$ cat src/rtl/ascon_engine_arbiter.sv
// Round-robin arbiter that shares one Ascon AEAD engine between two requesters.
// It latches the winning job, runs the engine handshake, checks decrypt tags and flushes a hung engine.
module ascon_engine_arbiter #(
    parameter int K       = 128,
    parameter int L       = 40,
    parameter int Y       = 40,
    parameter int TIMEOUT = 1023
) (
    input  logic             clk,
    input  logic             rst,
    input  logic [1:0]       req_valid,
    output logic [1:0]       req_ready,
    input  logic [1:0]       req_mode,
    input  logic [2*K-1:0]   req_key,
    input  logic [255:0]     req_nonce,
    input  logic [2*L-1:0]   req_ad,
    input  logic [2*Y-1:0]   req_data,
    input  logic [255:0]     req_tag,
    output logic             eng_mode,
    output logic [K-1:0]     eng_key,
    output logic [127:0]     eng_nonce,
    output logic [L-1:0]     eng_ad,
    output logic [Y-1:0]     eng_data,
    output logic             eng_start,
    output logic             eng_flush,
    input  logic             eng_ready,
    input  logic [Y-1:0]     eng_data_out,
    input  logic [127:0]     eng_tag,
    output logic [1:0]       rsp_valid,
    input  logic [1:0]       rsp_ready,
    output logic [Y-1:0]     rsp_data,
    output logic [127:0]     rsp_tag,
    output logic             rsp_auth_ok,
    output logic             rsp_timeout,
    output logic [15:0]      auth_fail_cnt
);
    localparam int CW = (TIMEOUT > 1) ? $clog2(TIMEOUT) : 1;

    typedef enum logic [2:0] {IDLE, LAUNCH, WAIT, RESPOND, RELEASE} state_t;

    state_t         state_q, state_d;
    logic           ptr_q, ptr_d;
    logic           owner_q, owner_d;
    logic           mode_q, mode_d;
    logic [K-1:0]   key_q, key_d;
    logic [127:0]   nonce_q, nonce_d;
    logic [L-1:0]   ad_q, ad_d;
    logic [Y-1:0]   data_q, data_d;
    logic [127:0]   etag_q, etag_d;
    logic [CW-1:0]  cnt_q, cnt_d;
    logic [Y-1:0]   rdata_q, rdata_d;
    logic [127:0]   rtag_q, rtag_d;
    logic           auth_q, auth_d;
    logic           tmo_q, tmo_d;
    logic [15:0]    fail_q, fail_d;
    logic           win;
    logic           auth_ok;

    // Sole requester wins; on contention the one the pointer did not last serve.
    assign win     = (req_valid == 2'b01) ? 1'b0 : (req_valid == 2'b10) ? 1'b1 : ~ptr_q;
    assign auth_ok = ~mode_q | (eng_tag == etag_q);

    always_comb begin
        state_d   = state_q;
        ptr_d     = ptr_q;
        owner_d   = owner_q;
        mode_d    = mode_q;
        key_d     = key_q;
        nonce_d   = nonce_q;
        ad_d      = ad_q;
        data_d    = data_q;
        etag_d    = etag_q;
        cnt_d     = cnt_q;
        rdata_d   = rdata_q;
        rtag_d    = rtag_q;
        auth_d    = auth_q;
        tmo_d     = tmo_q;
        fail_d    = fail_q;
        req_ready = 2'b00;
        eng_start = 1'b0;
        eng_flush = 1'b0;
        rsp_valid = 2'b00;
        case (state_q)
            IDLE: begin
                if (|req_valid) begin
                    req_ready[win] = 1'b1;
                    owner_d = win;
                    ptr_d   = win;
                    mode_d  = req_mode[win];
                    key_d   = win ? req_key[2*K-1:K]     : req_key[K-1:0];
                    nonce_d = win ? req_nonce[255:128]   : req_nonce[127:0];
                    ad_d    = win ? req_ad[2*L-1:L]      : req_ad[L-1:0];
                    data_d  = win ? req_data[2*Y-1:Y]    : req_data[Y-1:0];
                    etag_d  = win ? req_tag[255:128]     : req_tag[127:0];
                    state_d = LAUNCH;
                end
            end
            LAUNCH: begin
                eng_start = 1'b1;
                cnt_d     = '0;
                state_d   = WAIT;
            end
            WAIT: begin
                cnt_d = cnt_q + 1'b1;
                if (eng_ready) begin
                    // Unauthenticated plaintext never leaves the block.
                    rdata_d = auth_ok ? eng_data_out : '0;
                    rtag_d  = eng_tag;
                    auth_d  = auth_ok;
                    tmo_d   = 1'b0;
                    if (!auth_ok && fail_q != 16'hFFFF)
                        fail_d = fail_q + 16'd1;
                    state_d = RESPOND;
                end else if (cnt_q == CW'(TIMEOUT - 1)) begin
                    eng_flush = 1'b1;
                    rdata_d   = '0;
                    rtag_d    = '0;
                    auth_d    = 1'b0;
                    tmo_d     = 1'b1;
                    state_d   = RESPOND;
                end
            end
            RESPOND: begin
                rsp_valid[owner_q] = 1'b1;
                // A flushed engine is already idle, so it skips the release pulse.
                if (rsp_ready[owner_q])
                    state_d = tmo_q ? IDLE : RELEASE;
            end
            RELEASE: begin
                eng_start = 1'b1;
                state_d   = IDLE;
            end
            default: state_d = IDLE;
        endcase
    end

    always_ff @(posedge clk or posedge rst) begin
        if (rst) begin
            state_q <= IDLE;
            ptr_q   <= 1'b1;
            owner_q <= 1'b0;
            mode_q  <= 1'b0;
            key_q   <= '0;
            nonce_q <= '0;
            ad_q    <= '0;
            data_q  <= '0;
            etag_q  <= '0;
            cnt_q   <= '0;
            rdata_q <= '0;
            rtag_q  <= '0;
            auth_q  <= 1'b0;
            tmo_q   <= 1'b0;
            fail_q  <= '0;
        end else begin
            state_q <= state_d;
            ptr_q   <= ptr_d;
            owner_q <= owner_d;
            mode_q  <= mode_d;
            key_q   <= key_d;
            nonce_q <= nonce_d;
            ad_q    <= ad_d;
            data_q  <= data_d;
            etag_q  <= etag_d;
            cnt_q   <= cnt_d;
            rdata_q <= rdata_d;
            rtag_q  <= rtag_d;
            auth_q  <= auth_d;
            tmo_q   <= tmo_d;
            fail_q  <= fail_d;
        end
    end

    assign eng_mode      = mode_q;
    assign eng_key       = key_q;
    assign eng_nonce     = nonce_q;
    assign eng_ad        = ad_q;
    assign eng_data      = data_q;
    assign rsp_data      = rdata_q;
    assign rsp_tag       = rtag_q;
    assign rsp_auth_ok   = auth_q;
    assign rsp_timeout   = tmo_q;
    assign auth_fail_cnt = fail_q;
endmodule

$ cat config.mk
export PLATFORM = sky130hd
export DESIGN_NAME = ascon_engine_arbiter
export DESIGN_NICKNAME = d
export VERILOG_FILES = /design/src/rtl/ascon_engine_arbiter.sv
export SDC_FILE = /design/constraint.sdc
export NUM_CORES = 1
export LEC_CHECK = 0
export ABC_AREA = 1
export BUFFER_PORTS_ARGS = -buffer_cell sky130_fd_sc_hd__buf_2
export CAP_MARGIN = 5
export CORE_AREA = 2 2 639 641
export CTS_CLUSTER_SIZE = 14
export DETAILED_ROUTE_END_ITERATION = 10
export DIE_AREA = 0 0 641 643
export HOLD_SLACK_MARGIN = 0.1
export PLACE_DENSITY = 0.3
export SYNTH_ARGS = -nofsm -noshare
export SYNTH_HDL_FRONTEND = slang
export SYNTH_SLANG_ARGS = --single-unit
$ cat constraint.sdc
create_clock -name clk -period 45 [get_ports clk]
set_clock_uncertainty 0.1 [all_clocks]
set_input_delay 13.5 -clock clk [delete_from_list [all_inputs] [get_ports clk]]
set_output_delay 13.5 -clock clk [all_outputs]
set_load 0.005 [all_outputs]
; ---- Word level (Yosys, flattened, before mapping)
; Index checks and enable logic that the tools add are counted.
[word_totals]
latchBits = 0
input_bits = 1105
n_memories = 0
romBits = 0
register_bits = 666
ramBits = 0
[classes]
muxes = 38
bitwise = 3
eq_ne = 12
n_lt_le_gt_ge = 4
div_mod_pow = 0
add_sub_neg = 2
multipliers = 0
n_shift = 0
n_reduce_logical = 13
[ops]
columns = cell, n
row1 = 128-bit two-way mux, 5
row2 = 40-bit two-way mux, 5
row3 = 128-bit == test, 1
row4 = 10-bit case mux with 2 select lines, 1
row5 = "16-bit by 1-bit adder with 16-bit output, second input constant", 1
row6 = 1-bit two-way mux, 16
row7 = "16-bit inequality test, second input constant", 1
row8 = 3-bit two-way mux, 5
row9 = 3-bit case mux with 4 select lines, 1
row10 = "10-bit by 1-bit adder with 10-bit output, second input constant", 1
row11 = "10-bit == test, second input constant", 1
row12 = "3-bit by 2-bit == test with 1-bit output, second input constant", 2
row13 = 2-bit two-way mux, 3
row14 = 3-bit AND reduction, 2
row15 = "1-bit by 2-bit < comparator with 1-bit output, second input constant", 2
row16 = "2-bit inequality test, second input constant", 2
row17 = 2-bit AND reduction, 2
row18 = 2-bit nonzero test, 2
row19 = 2-bit OR reduction, 2
row20 = "3-bit by 1-bit == test with 1-bit output, second input constant", 1
row21 = "3-bit == test, second input constant", 1
row22 = 1-bit logical AND, 3
row23 = 3-bit zero test, 1
row24 = "3-bit inequality test, second input constant", 1
row25 = 7 further kinds, 10

; ---- Depth between registers and ports, before layout
; Gate-level depths: netlist (run 1).
[logic_depth]
word_depth = 9
ltp_mapped = 16

; ---- Worst setup path after synthesis (run 1)
; OpenSTA, ideal clock, no wires.
[synth_timing]
path_type = input-to-output
start = in req_valid[0]
end = out req_ready[0]
stages = 6
arrival_time_ps = 14431
setup_slack_ps = 16969
cell_sequence = inv_1 -> o21ai_0 -> nand2_1 -> inv_2 -> buf_2 -> buf_2
[synth_between]
elab_chain_len = 9
elab_cells_between_ends = 12
cone_classes = order compare: 2 / eq/ne: 2 / mux: 6 / reduce/logical: 2
[synth_lines]
columns = element, line_no
row1 = start: declaration, 11  ; input logic [1:0] req_valid,
row2 = 2-bit == test, 60  ; assign win = (req_valid == 2'b01) ? 1'b0 : (req_valid == 2'b10) ? 1'b1 : ~ptr_q;
row3 = 1-bit two-way mux (2 in a row), 60
row4 = 1-bit by 2-bit < comparator with 1-bit output (implied by the code) or 1-bit >= comparator (tied branches), 86  ; req_ready[win] = 1'b1;
row5 = 1-bit logical AND (implied by the code), 86
row6 = 1-bit two-way mux (implied by the code), 86
row7 = 1-bit demux with 1-bit select, 86
row8 = 2-bit two-way mux *, 85  ; if (|req_valid) begin
row9 = 2-bit two-way mux *, 83  ; case (state_q)
row10 = end: declaration, 12  ; output logic [1:0] req_ready,
; Mark *: on every way between the ends. The rest lies on a longest branch, timed or not.

; ---- Worst setup path after layout (run 1)
[layout_timing]
start = in req_valid[0]
end = out req_ready[1]
; Same word-level chain as after synthesis.

==> qor.csv, run 1 <==
stage,metric,value,unit
status,status,finished clean,
logic_synthesis,synthArstFlopShare,100,%
detailed_routing,drtPass1Iterations,6,
logic_synthesis,synth_edf_count,0,
grt,antenna_found_initial,189,
timing,hold_slack,0.375,ns
logic_synthesis,syn_nets,5073,
die,die_area,412000,um2
timing,finalCritPeriodShare,64.8,%
place,gp_congestion,0.893,
power_and_ir_drop,p_comb_share,42.2,%
timing,relSlewSlack,24.8,%
critical_path,critPathMaxFanout,46,
power_and_ir_drop,p_int,1.83,mW
critical_path,critPathArrivalTime,15.56,ns
detailed_routing,drt_wl_total,276,mm
clock_network,path_clk_slew,0.06,ns
finish,layout_commonest_cell,nand2_1,
grt,grt.total_usage,12.9,%
critical_path,crit_required,31.40,ns
timing,fmax,34.3,MHz
power_and_ir_drop,p_per_area,67.2,nW/um2
detailed_routing,route.detailed.drc,0,
finish,design_area,49100,um2
critical_path,endpoint,req_ready[1],
job,maxCapViolations,0,
critical_path,setup.worst_path.class,in -> out,
logic_synthesis,yosys.area_share.simple,32.6,%
timing,rsz0062_at_grt,false,
logic_synthesis,yosys.cell_types.count,32,
power_and_ir_drop,leakagePower,24.0,nW
timing,finalWorstSetupSlack,15.84,ns
clock_network,h-tree-depth,3,
min_path,hp-class,reg -> reg,
detailed_routing,drt_iter0_drc,2103,
finish,final_cell_mix,"nand2_1 (1904), buf_2 (1633), dfrtp_1 (665)",
clock_network,cts_buffer_depth,4,
logic_synthesis,netlist_instances,3965,
finish,fin_nets,6653,
die,die_h,643,um
place,placed_cell_area,45400,um2
power_and_ir_drop,seqPwrFrac,32.2,%
finish,area_growth,59.0,%
finish,drive_above_1_share,33.0,%
logic_synthesis,synth_xor_area_share,2.13,%
die,boundaryPins,1634,
detailed_routing,post_drt_via_cell_ratio,3.10,
timing,finalHoldViolCount,0,
grt,grt_overflow_total,0,
clock_network,cts-buffers-inserted,101,
detailed_routing,dr_total_vias,34600,
die,rows,234,
logic_synthesis,synth_compound_gate_area_share,5.29,%
timing,setup_violations,0,
timing,tightest_slew,1.13,ns
logic_synthesis,synth-adder-area-share,0.122,%
timing,period_needed,29.16,ns
critical_path,ff2ff_path_depth,13,
place,portBuffers,1633,
place,dp_slack,15.72,ns
power_and_ir_drop,peakVddDrop,0.0300,mV
die,die_w,641,um
critical_path,timing.rr.end,eng_nonce[52]$_DFFE_PP0P_,
detailed_routing,routedWlPerCell,24.7,um
place,dp_hpwl,233,mm
critical_path,start_kind,input port,
logic_synthesis,synth_top_family_by_area,simple AND/OR/NAND/NOR gates,
logic_synthesis,ys.flop_type,dfrtp_1,
critical_path,r2r_setup_slack,39.74,ns
logic_synthesis,syn_area_per_cell,7.79,um2
logic_synthesis,netlist_area,30900,um2
clock_network,post_cts_buffers,0,
finish,fin_util,12.1,%
detailed_routing,ant_nets,0,
grt,grt_max_degree,157,
die,core_area,405000,um2
logic_synthesis,muxShareOfSynthArea,0,%
logic_synthesis,ys_seq_area_share,54.0,%
grt,grt_pass1_wl,354,mm
critical_path,crit_path_start,req_valid[0],
clock_network,cts_resized,0,
clock_network,clock-sinks,666,
timing,finalSetupTns,0,ns
power_and_ir_drop,clockPowerShare,25.6,%
die,start_util,7.62,%
critical_path,end_kind,output port,
clock_network,cts_hold_buf,0,
logic_synthesis,ys_warn_count,0,
clock_network,root_buffer,clkbuf_16,
power_and_ir_drop,swShare,44.5,%
logic_synthesis,synth_seq_cells,666,
timing,slew_viol_final,0,
power_and_ir_drop,power.switching,1.47,mW
critical_path,reg2reg_from,state_q[0]$_DFFE_PP0P_,
clock_network,cts_tree,built,
grt,grt_pass1_vias,35600,
clock_network,clock_latency,0.89,ns
## cells by family (layout without fill, tap and decap cells)
family,count (synthesis),count (layout)
simple gates,2507,2507
flops,666,666
buf+inv,464,2122
compound gates,250,250
xor+xnor,75,75
fa+ha+maj,3,3
other cells,0,99
## per-stage QoR
step | std cells | power (mW)
floorplan | 3965 | 1.64
global placement | 10900 | 2.54
detailed placement | 10900 | 2.54
global route | 11100 | 3.57
CTS | 11100 | 3.43
finish | 11200 | 3.30
## cells in the mapped netlist (2+ instances only)
cell type / n / area (um2)
buf_1: 9 / 33.8
o21ai_0: 106 / 531
nand2_1: 1904 / 7150
nand3_1: 429 / 2150
inv_2: 6 / 22.5
inv_1: 259 / 972
xnor2_1: 36 / 315
nand4_1: 24 / 150
clkbuf_1: 125 / 469
a21oi_1: 6 / 30.0
nor2_2: 2 / 12.5
buf_2: 63 / 315
nor3_1: 15 / 75.1
nor2_1: 125 / 469
xor2_1: 39 / 342
and2_1: 3 / 18.8
ha_1: 3 / 37.5
o22ai_1: 3 / 18.8
o21ai_1: 4 / 20.0
a22o_1: 33 / 289
dfrtp_1: 665 / 16600
o211ai_1: 96 / 721
## area by class of cell
cell class                      count  area [um2]
Antenna cell                       99         248
Clock buffer                      154        3110
Clock inverter                     27         330
Tap cell                         5428        6790
Sequential cell                   666       16700
Fill cell                       47600      356000
Multi-Input combinational cell   2835       12400
Inverter                          266        1030
Timing Repair Buffer             1675        8530
## power by group through the flow
stage	Combinational, mW	Clock (mW)	Sequential (mW)
floorplan	0.596	0	1.05
global placement	1.47	0	1.07
detailed placement	1.47	0	1.07
CTS	1.48	0.886	1.07
global route	1.57	0.904	1.10
finish	1.39	0.845	1.06
## worst min path at each step
stage / from / to / slack, ns / cells after the start
floorplan: ptr_q$_DFFE_PP1P_ / ptr_q$_DFFE_PP1P_ / 0.35 / 2
finish: rsp_data[23]$_DFFE_PP0P_ / rsp_data[23]$_DFFE_PP0P_ / 0.37 / 2
CTS: rsp_data[26]$_DFFE_PP0P_ / rsp_data[26]$_DFFE_PP0P_ / 0.38 / 2
detailed placement: rsp_data[30]$_DFFE_PP0P_ / rsp_data[30]$_DFFE_PP0P_ / 0.36 / 2
global placement: rsp_data[0]$_DFFE_PP0P_ / rsp_data[0]$_DFFE_PP0P_ / 0.36 / 2
global route: rsp_tag[19]$_DFFE_PP0P_ / rsp_tag[19]$_DFFE_PP0P_ / 0.39 / 2
## metal layers
| layer | vias up | global-route usage (%) | part of all wire, % | wire [um] |
|---|---|---|---|---|
| met1 | 16900 | 12.6 | 33 | 92000 |
| met2 | 1434 | 25.3 | 55 | 150000 |
| met4 | 64 | 2.80 | 2.7 | 7520 |
| li1 | 15800 | - | - | - |
| met3 | 454 | 4.99 | 9.3 | 25500 |
| met5 | - | 0 | 0.16 | 439 |
## flip-flops by register name, indices dropped and copies added, names as in the netlist
register and flops:
ptr_q 1, rsp_data 40, owner_q 1, eng_data 40, rsp_auth_ok 1, etag_q 128, rsp_tag 128, cnt_q 10
auth_fail_cnt 16, eng_nonce 128, eng_mode 1, eng_key 128, eng_ad 40, rsp_timeout 1, state_q 3
## critical path, cell delays in order
cell,delay (ns)
buf_2,0.15
inv_1,0.12
a21oi_4,0.12
buf_4,0.75
inv_8,0.26
nor2_4,0.37
buf_2,0.19
Power figures use the tool's default switching activity.
==> inputs of run 2 (changes only) <==
CORE_AREA = 2 2 631 633   (was 2 2 639 641)
DIE_AREA = 0 0 633 635   (was 0 0 641 643)
clock period = 24.4 ns   (was 45 ns; I/O delays follow)
==> qor.csv, run 2 (synthesis results as in run 1) <==
stage,metric,value,unit,change
clock_network,cts_tree,built,,unchanged
grt,antenna_found_initial,193,,was 189
clock_network,path_clk_slew,0.06,ns,about the same
die,die_h,635,um,was 643 um
power_and_ir_drop,p_comb_share,42.3,%,was 42.2%
clock_network,clock-sinks,666,,unchanged
critical_path,slowest_stage,a21oi_4,,was buf_4
critical_path,cpLargestDelayFamily,buffers and inverters,,unchanged
place,dp_hpwl,230,mm,was 233 mm
finish,multi_input_area,12400,um2,unchanged
clock_network,h-tree-depth,3,,unchanged
critical_path,worst-path-buf-inv,4,,was 5
power_and_ir_drop,seqPwrFrac,32.6,%,was 32.2%
clock_network,cts_resized,0,,unchanged
die,die_w,633,um,was 641 um
min_path,hold-path-cell-count,2,,unchanged
critical_path,r2r_setup_slack,19.36,ns,was 39.74 ns
timing,finalCritPeriodShare,69.1,%,
power_and_ir_drop,leakagePower,23.9,nW,was 24.0 nW
clock_network,cts_hold_buf,0,,unchanged
clock_network,post_cts_buffers,0,,unchanged
status,status,finished clean,,unchanged
detailed_routing,drtPass1Iterations,7,,was 6
critical_path,slowest_delay,0.74,ns,was 0.75 ns
job,maxCapViolations,0,,unchanged
critical_path,start_kind,input port,,unchanged
place,gp_congestion,0.884,,was 0.893
power_and_ir_drop,p_per_area,124,nW/um2,was 67.2 nW/um2
detailed_routing,post_drt_via_cell_ratio,3.16,,was 3.10
timing,hold_slack,0.376,ns,was 0.375 ns
critical_path,crit_required,16.98,ns,was 31.40 ns
power_and_ir_drop,swShare,44.8,%,was 44.5%
timing,relSlewSlack,14.8,%,was 24.8%
finish,fin_nets,6648,,was 6653
die,core_area,395000,um2,was 405000 um2
critical_path,critPathMostFrequentCell,buf_2,,unchanged
finish,drive_above_1_share,32.9,%,was 33.0%
critical_path,critPathMaxFanout,38,,was 46
critical_path,ff2ff_path_depth,12,,was 13
clock_network,cts_buffer_depth,4,,unchanged
detailed_routing,dr_total_vias,34700,,was 34600
timing,finalSetupTns,0,ns,unchanged
grt,grt_overflow_total,0,,unchanged
timing,setup_violations,0,,unchanged
die,start_util,7.82,%,was 7.62%
critical_path,timing.rr.end,eng_nonce[101]$_DFFE_PP0P_,,was eng_nonce[52]$_DFFE_PP0P_
power_and_ir_drop,peakVddDrop,0.0712,mV,was 0.0300 mV
finish,fin_cells,11000,,was 11200
finish,seqCellArea,16700,um2,unchanged
timing,rsz0062_at_grt,false,,unchanged
die,rows,231,,was 234
place,placed_cells,10700,,was 10900
critical_path,end_kind,output port,,unchanged
critical_path,setup.worst_path.class,in -> out,,unchanged
grt,grt_max_degree,181,,was 157
detailed_routing,drt_wl_total,275,mm,was 276 mm
grt,grt_pass1_wl,353,mm,was 354 mm
power_and_ir_drop,clockPowerShare,25.2,%,was 25.6%
critical_path,crit_chain,"buf_2, inv_1, a21oi_4, inv_8, nor2_4, buf_2",,"was buf_2, inv_1, a21oi_4, buf_4, inv_8, nor2_4, buf_2"
timing,period_needed,16.87,ns,
detailed_routing,route.detailed.drc,0,,unchanged
grt,grt_pass1_vias,35200,,was 35600
power_and_ir_drop,p_int,3.32,mW,was 1.83 mW
die,boundaryPins,1634,,unchanged
detailed_routing,ant_nets,0,,unchanged
die,die_area,402000,um2,was 412000 um2
finish,layout_commonest_cell,nand2_1,,unchanged
finish,final_cell_mix,"nand2_1 (1904), buf_2 (1633), dfrtp_1 (665)",,unchanged
timing,tightest_slew,1.28,ns,was 1.13 ns
detailed_routing,routedWlPerCell,25.1,um,was 24.7 um
detailed_routing,drt_iter0_drc,2086,,was 2103
clock_network,root_buffer,clkbuf_16,,unchanged
finish,area_growth,57.6,%,was 59.0%
min_path,hp-class,reg -> reg,,unchanged
clock_network,clock_latency,0.83,ns,was 0.89 ns
critical_path,critPathArrivalTime,9.45,ns,was 15.56 ns
timing,finalWorstSetupSlack,7.53,ns,was 15.84 ns
power_and_ir_drop,power.switching,2.69,mW,was 1.47 mW
grt,grt.total_usage,13.2,%,was 12.9%
finish,nFillCells,46300,,was 47600
timing,fmax,59.3,MHz,
place,dp_slack,7.34,ns,was 15.72 ns
timing,slew_viol_final,0,,unchanged
place,portBuffers,1633,,unchanged
min_path,min_to,rsp_tag[9]$_DFFE_PP0P_,,was rsp_data[23]$_DFFE_PP0P_
min_path,hold_start,rsp_tag[9]$_DFFE_PP0P_,,was rsp_data[23]$_DFFE_PP0P_
critical_path,reg2reg_from,state_q[0]$_DFFE_PP0P_,,unchanged
timing,finalHoldViolCount,0,,unchanged
clock_network,cts-buffers-inserted,100,,was 101
## run 2: stage by stage
stage               utilization, %  power, mW  cell area, um2
floorplan                        -       3.03           30900
global placement              11.4       4.66           45200
detailed placement            11.4       4.66           45200
CTS                           12.3       6.26           48400
global route                  12.3       6.51           48500
finish                        12.3       6.01           48700
## run 2: worst max-delay path by stage
stage / from / to / slack (ns) / cells past startpoint
6_report: req_valid[1] / req_ready[1] / 7.53 / 6
5_1_grt: req_valid[1] / req_ready[1] / 7.33 / 6
3_3_place_gp: req_valid[1] / req_ready[1] / 7.34 / 6
2_1_floorplan: rst / auth_fail_cnt[0]$_DFFE_PP0P_ / 7.87 / 1
3_5_place_dp: req_valid[1] / req_ready[1] / 7.34 / 6
4_1_cts: req_valid[1] / req_ready[1] / 7.33 / 6
## run 2: power groups by stage
stage / combinational [mW] / clock (mW) / sequential [mW]
final: 2.54 / 1.51 / 1.96
after global routing: 2.86 / 1.62 / 2.02
after CTS: 2.70 / 1.59 / 1.96
after detailed placement: 2.69 / 0 / 1.97
after global placement: 2.69 / 0 / 1.97
after floorplan: 1.10 / 0 / 1.94
## run 2: cell type report
class / count / share of cell area [%]
Clock inverter: 32 / 0.666
Antenna cell: 92 / 0.473
Timing Repair Buffer: 1671 / 17.5
Sequential cell: 666 / 34.3
Tap cell: 5242 / 13.5
Inverter: 266 / 2.11
Clock buffer: 146 / 6.03
Multi-Input combinational cell: 2835 / 25.5
## run 2: per-layer routing
metal  track usage [%]  part of all wire [%]  wire, um
met5                 0                  0.16       443
met4              4.34                   3.7     10200
met3              5.59                    10     27800
met2              24.6                    52    143000
met1              13.0                    34     92900
## run 2: tightest hold or removal path, cell delays in order, from the launching register on
cell	delay [ns]
dfrtp_1	0.34
nand2_1	0.05
o21ai_0	0.05
